$ cat config.mk
export PLATFORM = sky130hd
export DESIGN_NAME = fir_mac_sequencer
export DESIGN_NICKNAME = d
export VERILOG_FILES = /design/src/rtl/fir_pkg.sv /design/src/rtl/fir_tap_addr_gen.sv /design/src/rtl/fir_mac_sequencer.sv
export SDC_FILE = /design/constraint.sdc
export NUM_CORES = 1
export LEC_CHECK = 0
export ABC_AREA = 1
export CAP_MARGIN = 0
export CORE_MARGIN = 3
export CORE_UTILIZATION = 51
export DETAILED_ROUTE_END_ITERATION = 7
export PLACE_DENSITY = 0.77
export REMOVE_ABC_BUFFERS = 1
export SLEW_MARGIN = 25
export SYNTH_ARGS = -nofsm -noshare
export SYNTH_HDL_FRONTEND = slang
export SYNTH_SLANG_ARGS = --single-unit
$ cat constraint.sdc
create_clock -name clk -period 2.7 [get_ports clk]
set_clock_uncertainty 0.15 [all_clocks]
set_input_delay 0.54 -clock clk [delete_from_list [all_inputs] [get_ports clk]]
set_output_delay 0.54 -clock clk [all_outputs]
set_load 0.03 [all_outputs]
$ cat src/rtl/fir_pkg.sv
// Shared FIR definitions: sequencer state encoding and default geometry,
// used by the MAC sequencer and the coefficient loader.
package fir_pkg;

  // Default filter geometry; 2**FIR_ADDR_W must cover FIR_NTAPS.
  localparam int FIR_NTAPS  = 62;
  localparam int FIR_ADDR_W = 7;

  // MAC sequencer states. Unused 3-bit codes fall back to IDLE.
  typedef enum logic [2:0] {
    IDLE  = 3'd0,
    WRITE = 3'd1,
    MAC   = 3'd2,
    DRAIN = 3'd3,
    DONE  = 3'd4
  } fir_seq_state_t;

endpackage

$ cat src/rtl/fir_tap_addr_gen.sv
// Tap address generator: owns the delay-line write pointer and the tap index k.
// Produces the circularly wrapped sample address wr_ptr-k (mod NTAPS).
module fir_tap_addr_gen
  import fir_pkg::*;
#(
  parameter int NTAPS  = FIR_NTAPS,
  parameter int ADDR_W = FIR_ADDR_W
) (
  input  logic              clk,
  input  logic              reset,
  input  logic              advance_ptr,
  input  logic              clr_k,
  input  logic              inc_k,
  output logic [ADDR_W-1:0] wr_ptr,
  output logic [ADDR_W-1:0] k,
  output logic [ADDR_W-1:0] tap_addr,
  output logic              last_tap
);

  localparam logic [ADDR_W-1:0] LAST_IDX = ADDR_W'(NTAPS - 1);
  localparam logic [ADDR_W:0]   NTAPS_W  = (ADDR_W + 1)'(NTAPS);

  logic [ADDR_W-1:0] wr_ptr_reg;
  logic [ADDR_W-1:0] k_reg;
  logic [ADDR_W:0]   wrap_sum;

  // Pointer and tap index registers; both wrap at NTAPS-1.
  always_ff @(posedge clk) begin
    if (reset) begin
      wr_ptr_reg <= '0;
      k_reg      <= '0;
    end else begin
      if (advance_ptr) begin
        wr_ptr_reg <= (wr_ptr_reg == LAST_IDX) ? '0 : wr_ptr_reg + ADDR_W'(1);
      end
      if (clr_k) begin
        k_reg <= '0;
      end else if (inc_k) begin
        k_reg <= (k_reg == LAST_IDX) ? '0 : k_reg + ADDR_W'(1);
      end
    end
  end

  // Wrapped sample address; the extra bit keeps wr_ptr+NTAPS from overflowing.
  always_comb begin
    wrap_sum = {1'b0, wr_ptr_reg} + NTAPS_W - {1'b0, k_reg};
    if (wr_ptr_reg >= k_reg) begin
      tap_addr = wr_ptr_reg - k_reg;
    end else if (wrap_sum[ADDR_W]) begin
      // Unreachable for legal parameters; clamp rather than alias.
      tap_addr = '0;
    end else begin
      tap_addr = wrap_sum[ADDR_W-1:0];
    end
  end

  assign wr_ptr   = wr_ptr_reg;
  assign k        = k_reg;
  assign last_tap = (k_reg == LAST_IDX);

endmodule

$ cat src/rtl/fir_mac_sequencer.sv
// FIR MAC sequencer: writes each accepted sample into the circular delay line,
// walks all taps driving RAM addresses and MAC controls, then flags y[n].
module fir_mac_sequencer
  import fir_pkg::*;
#(
  parameter int NTAPS  = FIR_NTAPS,
  parameter int ADDR_W = FIR_ADDR_W
) (
  input  logic              clk,
  input  logic              reset,
  input  logic              coef_ready,
  input  logic              sample_valid,
  output logic [ADDR_W-1:0] coef_addr,
  output logic [ADDR_W-1:0] smp_addr,
  output logic              smp_we,
  output logic              mac_clr,
  output logic              mac_en,
  output logic              out_valid,
  output logic              busy,
  output logic              sample_drop
);

  fir_seq_state_t state_reg, state_next;
  logic           mac_en_reg;
  logic           sample_drop_reg;

  logic              advance_ptr, clr_k, inc_k, last_tap;
  logic [ADDR_W-1:0] wr_ptr, k, tap_addr;

  fir_tap_addr_gen #(
    .NTAPS  (NTAPS),
    .ADDR_W (ADDR_W)
  ) u_addr_gen (
    .clk         (clk),
    .reset       (reset),
    .advance_ptr (advance_ptr),
    .clr_k       (clr_k),
    .inc_k       (inc_k),
    .wr_ptr      (wr_ptr),
    .k           (k),
    .tap_addr    (tap_addr),
    .last_tap    (last_tap)
  );

  // State register plus the two registered strobes (MAC enable trails MAC by one cycle
  // to line up with RAM read data; drop flags any sample not accepted from IDLE).
  always_ff @(posedge clk) begin
    if (reset) begin
      state_reg       <= IDLE;
      mac_en_reg      <= 1'b0;
      sample_drop_reg <= 1'b0;
    end else begin
      state_reg       <= state_next;
      mac_en_reg      <= (state_reg == MAC);
      sample_drop_reg <= sample_valid && !((state_reg == IDLE) && coef_ready);
    end
  end

  // Next-state logic; unknown encodings recover to IDLE.
  always_comb begin
    state_next = state_reg;
    case (state_reg)
      IDLE:    if (sample_valid && coef_ready) state_next = WRITE;
      WRITE:   state_next = MAC;
      MAC:     if (last_tap) state_next = DRAIN;
      DRAIN:   state_next = DONE;
      DONE:    state_next = IDLE;
      default: state_next = IDLE;
    endcase
  end

  // Moore output decode and address-generator controls from the current state.
  always_comb begin
    coef_addr   = '0;
    smp_addr    = '0;
    smp_we      = 1'b0;
    mac_clr     = 1'b0;
    out_valid   = 1'b0;
    busy        = 1'b0;
    advance_ptr = 1'b0;
    clr_k       = 1'b0;
    inc_k       = 1'b0;
    case (state_reg)
      WRITE: begin
        busy     = 1'b1;
        smp_we   = 1'b1;
        smp_addr = wr_ptr;
        mac_clr  = 1'b1;
        clr_k    = 1'b1;
      end
      MAC: begin
        busy      = 1'b1;
        coef_addr = k;
        smp_addr  = tap_addr;
        inc_k     = 1'b1;
      end
      DRAIN: begin
        busy = 1'b1;
      end
      DONE: begin
        busy        = 1'b1;
        out_valid   = 1'b1;
        advance_ptr = 1'b1;
      end
      default: begin
      end
    endcase
  end

  assign mac_en      = mac_en_reg;
  assign sample_drop = sample_drop_reg;

endmodule

**Word-level counts from Yosys, hierarchy flattened**

Index checks and enable logic that the tools add are counted.

- Word-level logic and storage cells: 40
- Input port bits: 4
- Register bits after elaboration: 19

- Reduce and logical (&&, ||, !) cells: 8
- Add/sub/neg operators: 5
- Muxes and demuxes: 13
- Equal/unequal tests: 8
- Magnitude comparators: 1

Operator list:

| operator | count |
|---|---|
| $mux 7 | 5 |
| $add 7x1->7 const B | 2 |
| $eq 7x6->1 const B | 2 |
| $pmux 7 s2 | 1 |
| $pmux 3 s4 | 1 |
| $add 7x6->8 const B | 1 |
| $sub 8x7->8 | 1 |
| $ge 7x7->1 | 1 |
| $sub 7x7->7 | 1 |
| $eq 3x2->1 const B | 2 |
| $mux 3 | 2 |
| $mux 1 | 4 |
| $reduce_or 4->1 | 1 |
| $eq 3x1->1 const B | 1 |
| $eq 3x3->1 const B | 1 |
| $logic_and 1x1->1 | 3 |
| $logic_not 3->1 | 1 |
| $ne 2x1->1 const B | 1 |
| $ne 2x2->1 const B | 1 |
| $reduce_and 2->1 | 1 |
| $reduce_or 2->1 | 1 |
| $logic_not 1->1 | 1 |

**Longest topological paths before layout**

- Depth in word-level cells: 5
- Depth in mapped cells: 15
- Depth with buffers taken out: 15

**Cells and area by module**

Synthesis repeated with hierarchy kept, for this count alone.

- Cell total of the unflattened synthesis: 295
- Area, all modules: 1838.0 um^2

By module, submodules not included:

| module | times used | area each (um^2) | sequential area each (um^2) | cells an instance |
|---|---|---|---|---|
| fir_tap_addr_gen | 1 | 1435.1 | 280.3 | 223 |
| fir_mac_sequencer | 1 | 402.9 | 100.1 | 72 |

**Least setup slack after synthesis**

Ideal clock, no wire load.

- Path type: register to output
- Start: register u_addr_gen.k_reg[1] (netlist: u_addr_gen.k[1])
- End: output smp_addr[5]
- Slack: -0.362 ns
- Stages on the path, launching flop included: 14
- Path buffers: 0
- Arrival: 2.372 ns
- Required time: 2.010 ns
- Cell sequence: dfxtp_1 inv_1 ha_1 inv_1 ha_1 inv_1 fa_1 inv_1 nand3_1 nand3_1 nand2_1 nand2_4 nand2_4 o21bai_1

- Longest elaborated chain between the ends: 4

Ends and longest elaborated chain:

| element | line | text |
|---|---|---|
| start: declaration | fir_tap_addr_gen.sv:24 | `logic [ADDR_W-1:0] k_reg;` |
| start signal: assignment | fir_tap_addr_gen.sv:39 | `k_reg <= (k_reg == LAST_IDX) ? '0 : k_reg + ADDR_W'(1);` |
| $sub 8x7->8 | fir_tap_addr_gen.sv:46 | `wrap_sum = {1'b0, wr_ptr_reg} + NTAPS_W - {1'b0, k_reg};` |
| $mux 7 | fir_tap_addr_gen.sv:49 | `end else if (wrap_sum[ADDR_W]) begin` |
| $mux 7 (*) | fir_tap_addr_gen.sv:47 | `if (wr_ptr_reg >= k_reg) begin` |
| $pmux 7 s2 (*) | fir_mac_sequencer.sv:83 | `case (state_reg)` |
| end: declaration | fir_mac_sequencer.sv:14 | `output logic [ADDR_W-1:0] smp_addr,` |

Mark *: on every way between the ends. The rest lies on a longest branch, timed or not.

**Final worst setup path**

- Start: register u_addr_gen.k_reg[1] (netlist: u_addr_gen.k[1])
- End: output smp_addr[3]

The elaborated chain is that of the path after synthesis.

==> impl_metrics.ini <==
[power_and_ir_drop]
power.clock.fraction_pct = 23.5
cell_internal_pwr_uw = 529
total_power_uw = 859
seqPwrFrac_pct = 35.9
powerDensity_nw_per_um2 = 325
p_sw_uw = 330
irDropWorstVdd_mv = 0.280
leakage_power_of_the_design_uw = 0.00117
p_comb_share_pct = 40.6
p_sw_share_pct = 38.4

[clocking]
clock_tree.root_cell = clkbuf_8
ctsHoldBuffers = 0
tritoncts.num_buffers = 3
cts_max_path_buffers = 2
cts_num_sinks = 19
clock_tree_from_tritoncts = yes
clock_slew_at_the_register_clock_pins_of_the_worst_setup_and_hold_paths_ns = 0.08
clock_tree.htree_level_count = 1
insertion_delay_ns = 0.26

[yosys]
synth_area_um2 = 1910
synth.yosys.seq_area_share_pct = 19.9
postSynthRegisterBits = 19
netlist-cell-type-count = 34
synth_top_cell_by_area = dfxtp_1
synthesis.yosys.warnings = 0
post-synth-top-area-fraction_pct = 19.9
post_synth_main_area_contributors = dfxtp_1, ha_1, nand2_1, inv_1, nand3_1
synthesized_instance_count = 296
syn_area_per_cell_um2 = 6.47

[timing]
timing.final.hold_violations = 0
worst_slack_ns = -0.212
drv_slew = 0
timing_worst_slew_pin_value_ns = 0.351
slew_headroom_pct = 76.6
timing.final.setup_violations = 7
timing.final.crit_period_ns = 2.91
rsz0062_at_grt = yes
timing.setup.tns_ns = -1.38
achievable-frequency_ghz = 0.343
fin_crit_sh_pct = 108

[critical_path]
cp.required_ns = 2.01
timing.critical_path.arrival_ns = 2.22
rr_startpoint = state_reg[2]
worstSetupPathType = flip-flop to output port
crit_path_start_kind = flip-flop
critical_path.max_fanout = 2
worst-r2r-setup-slack_ns = 1.17
critical_path.reg2reg.endpoint = u_addr_gen.k[6]
timing.critical_path.to_type = output port
reg2reg_depth = 7

[route]
via_count = 2024
firstDrtPassIters = 4
drc_errors = 0
drtAntennaViolNets = 0
drt_wl_cell_um = 13.6
drt_iter0_drc = 114
wl_um = 5320
post_drt_via_cell_ratio = 5.18

[worst_hold_path]
worst_hold_path.num_cells = 2
hold-path-endpoint = u_addr_gen.k[6]
min_from = u_addr_gen.k[6]
holdCritPathClass = flip-flop to flip-flop

[place]
placedCellCount = 385
port_buffers = 23
dp_hpwl_um = 3970
post_dp_cell_area_um2 = 2330
gp_congestion = 0.901

[floorplan]
core-area_um2 = 3470
chipHeight_um = 67.3
die_x_um = 67.3
row_count = 21
fp.dieArea_um2 = 4520
ioPinCount = 24
initial_core_util_pct = 55.2

[cells_and_area]
post-route-util_pct = 76.3
final_common_cell = nand2_1
stdcell_area_um2 = 2650
ff_latch_area_um2 = 392
layout.cells.most_common_list = nand2_1, inv_1, nor2_1
nNetsFinal = 374
fill_cells = 274
layout_cell_share_with_drive_strength_beyond_1_pct = 32.2
final_cells = 391
antennaDiodeCount = 0
multi_input_area_um2 = 1490
syn_to_final_growth_pct = 38.2

[run]
max_cap_violation_count = 0

[global_route]
pin_count_of_the_biggest_net_entering_global_routing = 14
globalRouteOverflowTotal = 0
grt_first_pass_wirelength_um = 8780
antenna_found_initial = 0
track_usage_pct = 25.2
grt_pass1_vias = 1973

[outcome]
failing_checks = negative setup slack
outcome = finished with violations
## worst max-delay path by stage
stage / start / endpoint / slack (ns) / cells past startpoint
4_1_cts: u_addr_gen.k[1] / smp_addr[5] / -0.18 / 14
3_5_place_dp: u_addr_gen.k[1] / smp_addr[5] / -0.17 / 14
5_1_grt: u_addr_gen.k[1] / smp_addr[4] / -0.31 / 14
2_1_floorplan: u_addr_gen.k[1] / smp_addr[5] / -0.36 / 13
6_report: u_addr_gen.k[1] / smp_addr[3] / -0.21 / 12
3_3_place_gp: u_addr_gen.k[1] / smp_addr[5] / -0.05 / 14
## cell usage after synthesis (all sizes together)
library cell and n:
nand2 82, inv 59, nor2 37, nand3 25
ha 22, dfxtp 19, a21oi 10, nor3 9
o21ai 9, nand4 5, buf 3, xor2 3
fa 2, nor3b 2, nor4 2, o21bai 2
o22ai 2, a211oi 1, nand3b 1, xnor2 1
## metrics by stage
stage | hold slack [ns] | setup WS [ns]
floorplan | 0.323 | -0.362
global placement | 0.395 | -0.0515
detailed placement | 0.396 | -0.172
CTS | 0.408 | -0.178
global route | 0.456 | -0.315
finish | 0.406 | -0.212
## per-layer routing
metal | vias to the layer above | track usage [%] | share of wire [%]
li1 | 1027 | - | -
met1 | 932 | 30.4 | 44
met2 | 55 | 45.8 | 50
met3 | 10 | 3.00 | 3.2
met4 | 0 | 8.61 | 2.1
met5 | - | 0 | 0
## logic make-up after synthesis
| family | Yosys count | share of synthesized area, % |
|---|---|---|
| buffers and inverters | 62 | 13.1 |
| flip-flops | 19 | 19.9 |
| XOR/XNOR | 4 | 1.83 |
| adder cells (fa/ha/maj) | 24 | 16.5 |
| AO/OA/AOI/OAI | 24 | 7.58 |
| AND/OR/NAND/NOR | 163 | 41.2 |
## critical path: stages, from the launching register on
cell     delay [ns]
dfxtp_2        0.35
inv_2          0.05
ha_4           0.22
inv_4          0.05
ha_4           0.12
inv_2          0.04
fa_2           0.38
buf_4          0.15
xor2_1         0.14
nand2_1        0.07
nand2_1        0.10
o21ai_4        0.15
buf_6          0.15
## power groups by stage
stage	clock network (uW)	logic, uW	registers, uW
floorplan	0	203	320
global placement	0	305	313
detailed placement	0	307	313
CTS	206	329	308
global route	214	381	310
finish	202	348	309
## cell type report
class                   instances  share of cell area, %
clock inverters                 1                  0.189
multi-input cells             215                   56.5
well taps                      46                   2.18
flip-flops and latches         19                   14.8
repair buffers                 48                   16.1
inverters                      59                   8.66
clock buffers                   3                   1.56
## what timing repair did
| action | in CTS | in global routing |
|---|---|---|
| pin swaps | 12 | 2 |
| hold endpoints to repair | 0 | 0 |
| gates resized for setup | 44 | 14 |
| endpoints found under the setup margin | 7 | 7 |
| setup buffers | 2 | 0 |
(Power assumes the default switching activity.)
==> edit 1, RTL diff (same flow settings) <==
Make the reset (`reset`) asynchronous in 2 clocked blocks.
--- a/src/rtl/fir_tap_addr_gen.sv
+++ b/src/rtl/fir_tap_addr_gen.sv
@@ -27,3 +27,3 @@
   // Pointer and tap index registers; both wrap at NTAPS-1.
-  always_ff @(posedge clk) begin
+  always_ff @(posedge clk or posedge reset) begin
     if (reset) begin
--- a/src/rtl/fir_mac_sequencer.sv
+++ b/src/rtl/fir_mac_sequencer.sv
@@ -46,3 +46,3 @@
   // to line up with RAM read data; drop flags any sample not accepted from IDLE).
-  always_ff @(posedge clk) begin
+  always_ff @(posedge clk or posedge reset) begin
     if (reset) begin
Formal check against the unedited RTL: differs if reset is asserted again (counterexample within 4 cycles, from zero or initial values and one cycle with reset high); with reset held inactive, the same outputs for 10 cycles.
==> edit 1 against the original RTL <==
The flow still finishes with violations (setup timing); routed wire length is 8.2% lower; die area is 4.9% lower; synthesized area is 5.4% lower; setup slack worse by 230 ps; synthesized cell count is 11% lower; sequential cell count stayed put; via count is 4.8% lower; hold slack better by 16 ps; utilization is 0.85 points higher; final area is 1.2% lower; critical path depth is 3 higher.
Power is not compared: it rests on default switching activity, and its combinational part moved more than twofold at a synthesized area within 25%.
==> edit 1: results (changes against the original RTL) <==
Status
  • Run status: finished with violations
  • Violated checks: setup timing

STA
  • Fin worst setup slack: -441 ps (-228 ps)
  • Final setup viols: 7 (unchanged)

Synthesis
  • Synth warnings: 0 (unchanged)
  • Number of distinct library cells after synthesis: 27 (-21%)
  • Biggest area contributors in the synthesized netlist: dfrtp_1 26%, ha_1 15%, nand2_1 13%
  • Sequential fraction of the synthesis area: 0.263 (+0.0639)
  • Async S/R FF share, synth: 1.00 (+1.00)
  • Synthesized netlist cell count: 263 (-11%)

Setup path
  • Endpoint of the most critical register-to-register path: u_addr_gen.k[1]
  • Worst R2R Path Depth: 8 (+1)
  • Library cell contributing the largest single delay on the critical path: dfrtp_1
  • Critical Path AT: 2450 ps (+230 ps)
  • Worst r2r src: state_reg[2]
  • Worst setup path startpoint: u_addr_gen.k[1]
  • Critical path fanouts, max: 6 (+4)
  • Flop2flop setup slack: 720 ps (-450 ps)
  • End of the critical path: smp_addr[0]

Drt
  • Starting DRT DRC Count: 57 (-50%)
  • Detailed-route wire length per cell: 12.6 µm (-7.5%)
  • Per-cell via count in the routed design: 4.97 (-4.1%)
  • Total routed wirelength: 4.88 mm (-8.2%)

Global routing
  • Via count of the first global-routing pass: 1,943 (-1.5%)
  • First-pass GRT wire length: 8.02 mm (-8.6%)
  • Total track usage: 0.238 (-0.0139)
  • Pin count of the biggest net entering global routing: 20 (+6)

Placement
  • Global placement routability congestion: 0.841 (-6.6%)
  • Placed insts: 379 (-1.6%)
  • Post-DP HPWL: 3.73 mm (-6.0%)

Clock tree
  • Insertion delay of the later-clocked pin in the worst-skew pair: 310 ps (+50 ps)
  • Register clock-pin slew on the reported worst setup and hold paths: 110 ps (+30 ps)
  • Cell chosen for the clock root: clkbuf_4

Worst hold path
  • Instance count along the most critical hold path: 3 (+1)

Finish
  • Fill cells: 250 (-8.8%)
  • Share of post-route cells with drive strength above 1: 0.319 (-0.00303)
-- edit 1: changes by cell type in the layout (fill, tap and decap cells not counted), moves of 6 or more --
cell	delta
o22ai_1	+6
ha_4	-7
clkdlybuf4s50_1	-11
buf_4	+29
ha_1	+7
dfrtp_1	+19
dlygate4sd2_1	+6
dfxtp_1	-10
nand2_1	-15
dfxtp_2	-9
inv_2	-7
-- edit 1: tightest hold or removal path, cell delays in order (launching register included) --
cell	delay [ps]
dfrtp_1	360
nor2_1	60
inv_1	80
nor2_2	50
-- edit 1: cells by family (layout without fill, tap and decap cells) --
| logic type | count (synthesis) | count (layout) | synth area share |
|---|---|---|---|
| AOI/OAI and AO/OA | 27 | 27 | 0.0836 |
| xor gates and xnor gates | 8 | 8 | 0.0387 |
| adders and majority gates | 24 | 24 | 0.174 |
| buffers and inverters | 54 | 133 | 0.116 |
| DFF | 19 | 19 | 0.263 |
| and+or+nand+nor | 131 | 131 | 0.325 |
-- edit 1: how the worst min path moves through the flow --
stage	startpoint	slack, ps	end
after global routing	state_reg[0]	450	mac_en
after global placement	state_reg[0]	380	mac_en
after floorplan	reset	340	mac_en
final	state_reg[0]	420	mac_en
after detailed placement	state_reg[0]	400	mac_en
after CTS	state_reg[0]	420	mac_en
-- edit 1: per-layer routing --
| metal | GRT usage | wire length (µm) |
|---|---|---|
| met4 | 0.0959 | 71 |
| met3 | 0.0171 | 125 |
| met2 | 0.431 | 2510 |
| met1 | 0.290 | 2180 |
| met5 | 0 | 0 |
-- edit 1: report_power, final --
group | switching (mW) | total [mW] | internal [mW]
clock | 0.0951 | 0.151 | 0.0555
combinational | 0.00863 | 0.0142 | 0.00556
sequential | 0.000165 | 0.285 | 0.285
total | 0.104 | 0.450 | 0.346
-- edit 1: area by class of cell --
type                       instances  area share
timing repair buffer              77       0.235
clock buffer                       3     0.00862
inverter                          52      0.0756
multi-input combinational        190       0.475
sequential                        19       0.182
tap                               46      0.0220
clock inverter                     1     0.00191
-- edit 1: metrics by stage --
stage,cell area (µm²),TNS [ps],total power [mW],hold slack [ps],worst slack (ps)
after global routing,2610,-3530,0.464,455,-531
after detailed placement,2440,-2480,0.306,404,-564
after CTS,2570,-3070,0.450,422,-459
after floorplan,1800,-1450,0.298,341,-311
final,2610,-2880,0.450,422,-441
after global placement,2440,-2100,0.305,382,-502
-- edit 1: timing repair --
action                     CTS  global route
setup endpoints to repair   17            12
hold endpoints to repair     0             0
hold buffers                 0             0
pin swaps                   14            12
setup buffers                4             1
gates resized for setup     37            26
==> edit 2, RTL diff (same settings) <==
Without the edit above. The package constant `FIR_ADDR_W` goes from 7 to 6.
--- a/src/rtl/fir_pkg.sv
+++ b/src/rtl/fir_pkg.sv
@@ -6,3 +6,3 @@
   localparam int FIR_NTAPS  = 62;
-  localparam int FIR_ADDR_W = 7;
+  localparam int FIR_ADDR_W = 6;
 
Interface: changed (resized coef_addr and smp_addr); port bits go from 24 to 22. No check against the original RTL was run, so the function may have changed too.
==> edit 2 against the original RTL <==
The run still ends with setup timing left; sequential cell count decreased by 2; total power decreased by 16%; synthesized area decreased by 18%; register-to-register slack got worse by 300 ps; clock power decreased by 24%; setup slack got worse by 1.2 ps; routed wire length decreased by 13%; combinational power decreased by 18%; critical path depth decreased by 1; hold slack got worse by 19 ps; utilization increased by 5.2 points; final area decreased by 13%; highest routed layer unchanged.
==> edit 2: results (changes against the original RTL) <==
Finish
  • Fill cells: 179 (-35%)
  • Share of post-route cells with drive strength above 1: 0.366 (+0.0443)

Clock tree
  • Insertion delay of the later-clocked pin in the worst-skew pair: 310 ps (+50 ps)
  • Cell chosen for the clock root: clkbuf_4

Placement
  • Count of buffers from port buffering: 21 (-8.7%)
  • Post-DP HPWL: 3.22 mm (-19%)
  • Placement Cell Area: 2000 µm² (-14%)

STA
  • Final setup viols: 6 (-1)
  • Fin worst setup slack: -214 ps (-1.21 ps)
  • Aggregate negative setup slack: -1220 ps (+150 ps)

Drt
  • Total routed wirelength: 4.61 mm (-13%)

Global routing
  • Pin count of the biggest net entering global routing: 12 (-2)
  • Via count of the first global-routing pass: 1,689 (-14%)
  • Total track usage: 0.267 (+0.0151)

Worst hold path
  • Sink of the worst hold path: u_addr_gen.wr_ptr[0]
  • Instance count along the most critical hold path: 3 (+1)

Synthesis
  • Biggest area contributors in the synthesized netlist: dfxtp_1 22%, nand2_1 17%, ha_1 16%
  • Sequential fraction of the synthesis area: 0.218 (+0.0189)
  • Number of distinct library cells after synthesis: 26 (-24%)

Power
  • P_leak: 1.09 nW (-6.6%)

Setup path
  • Endpoint of the most critical register-to-register path: u_addr_gen.k[1]
  • Worst r2r src: state_reg[0]
  • Worst R2R Path Depth: 8 (+1)

Status
  • Run status: finished with violations
  • Violated checks: setup timing
-- edit 2: cell types whose count changed after synthesis, moves of 3 or more --
| cell | unedited run | this run |
|---|---|---|
| nand2_4 | 4 | 0 |
| nand3_1 | 24 | 16 |
| nand2_2 | 5 | 0 |
| o21ai_1 | 4 | 1 |
| inv_1 | 54 | 49 |
| nor3_2 | 4 | 1 |
| nor2_1 | 30 | 25 |
| o21ai_0 | 4 | 7 |
| nor2_4 | 3 | 0 |
| nor2_2 | 4 | 1 |
-- edit 2: worst min-delay path, cell delays in order (launching register included) --
cell and delay, ps:
dfxtp_2 340, inv_1 50, nand2_1 60, a21oi_1 50
-- edit 2: cell type report --
type,instances,share of cell area
Clock buffer,3,0.00977
Sequential cell,17,0.154
Multi-Input combinational cell,180,0.531
Tap cell,31,0.0168
Clock inverter,1,0.00326
Inverter,50,0.0836
Timing Repair Buffer,55,0.201
-- edit 2: repair_timing --
action,4_1_cts,5_1_grt
endpoints found under the hold margin,0,0
resized for setup,69,10
pin swaps,25,15
buffers inserted,5,0
setup endpoints to repair,13,9
-- edit 2: kinds of logic (layout without fill, tap and decap cells) --
group,Yosys count,after routing,synth area share
XOR/XNOR,5,5,0.0280
adder cells (fa/ha/maj),22,22,0.186
AND/OR/NAND/NOR,129,129,0.356
AO/OA/AOI/OAI,24,24,0.0832
buffers and inverters,52,109,0.130
flip-flops,17,17,0.218
-- edit 2: routing by layer --
metal,GRT usage,up-vias,wire length (µm)
met5,0,-,0
li1,-,894,-
met4,0.106,0,148
met1,0.322,804,1940
met3,0.0608,15,296
met2,0.459,69,2230
-- edit 2: power breakdown --
part           switching, mW  total, mW  internal (mW)  leakage (nW)
combinational          0.179      0.287          0.108         0.933
sequential            0.0142      0.277          0.263         0.143
clock                 0.0975      0.154         0.0567        0.0139
total                  0.291      0.718          0.427          1.09
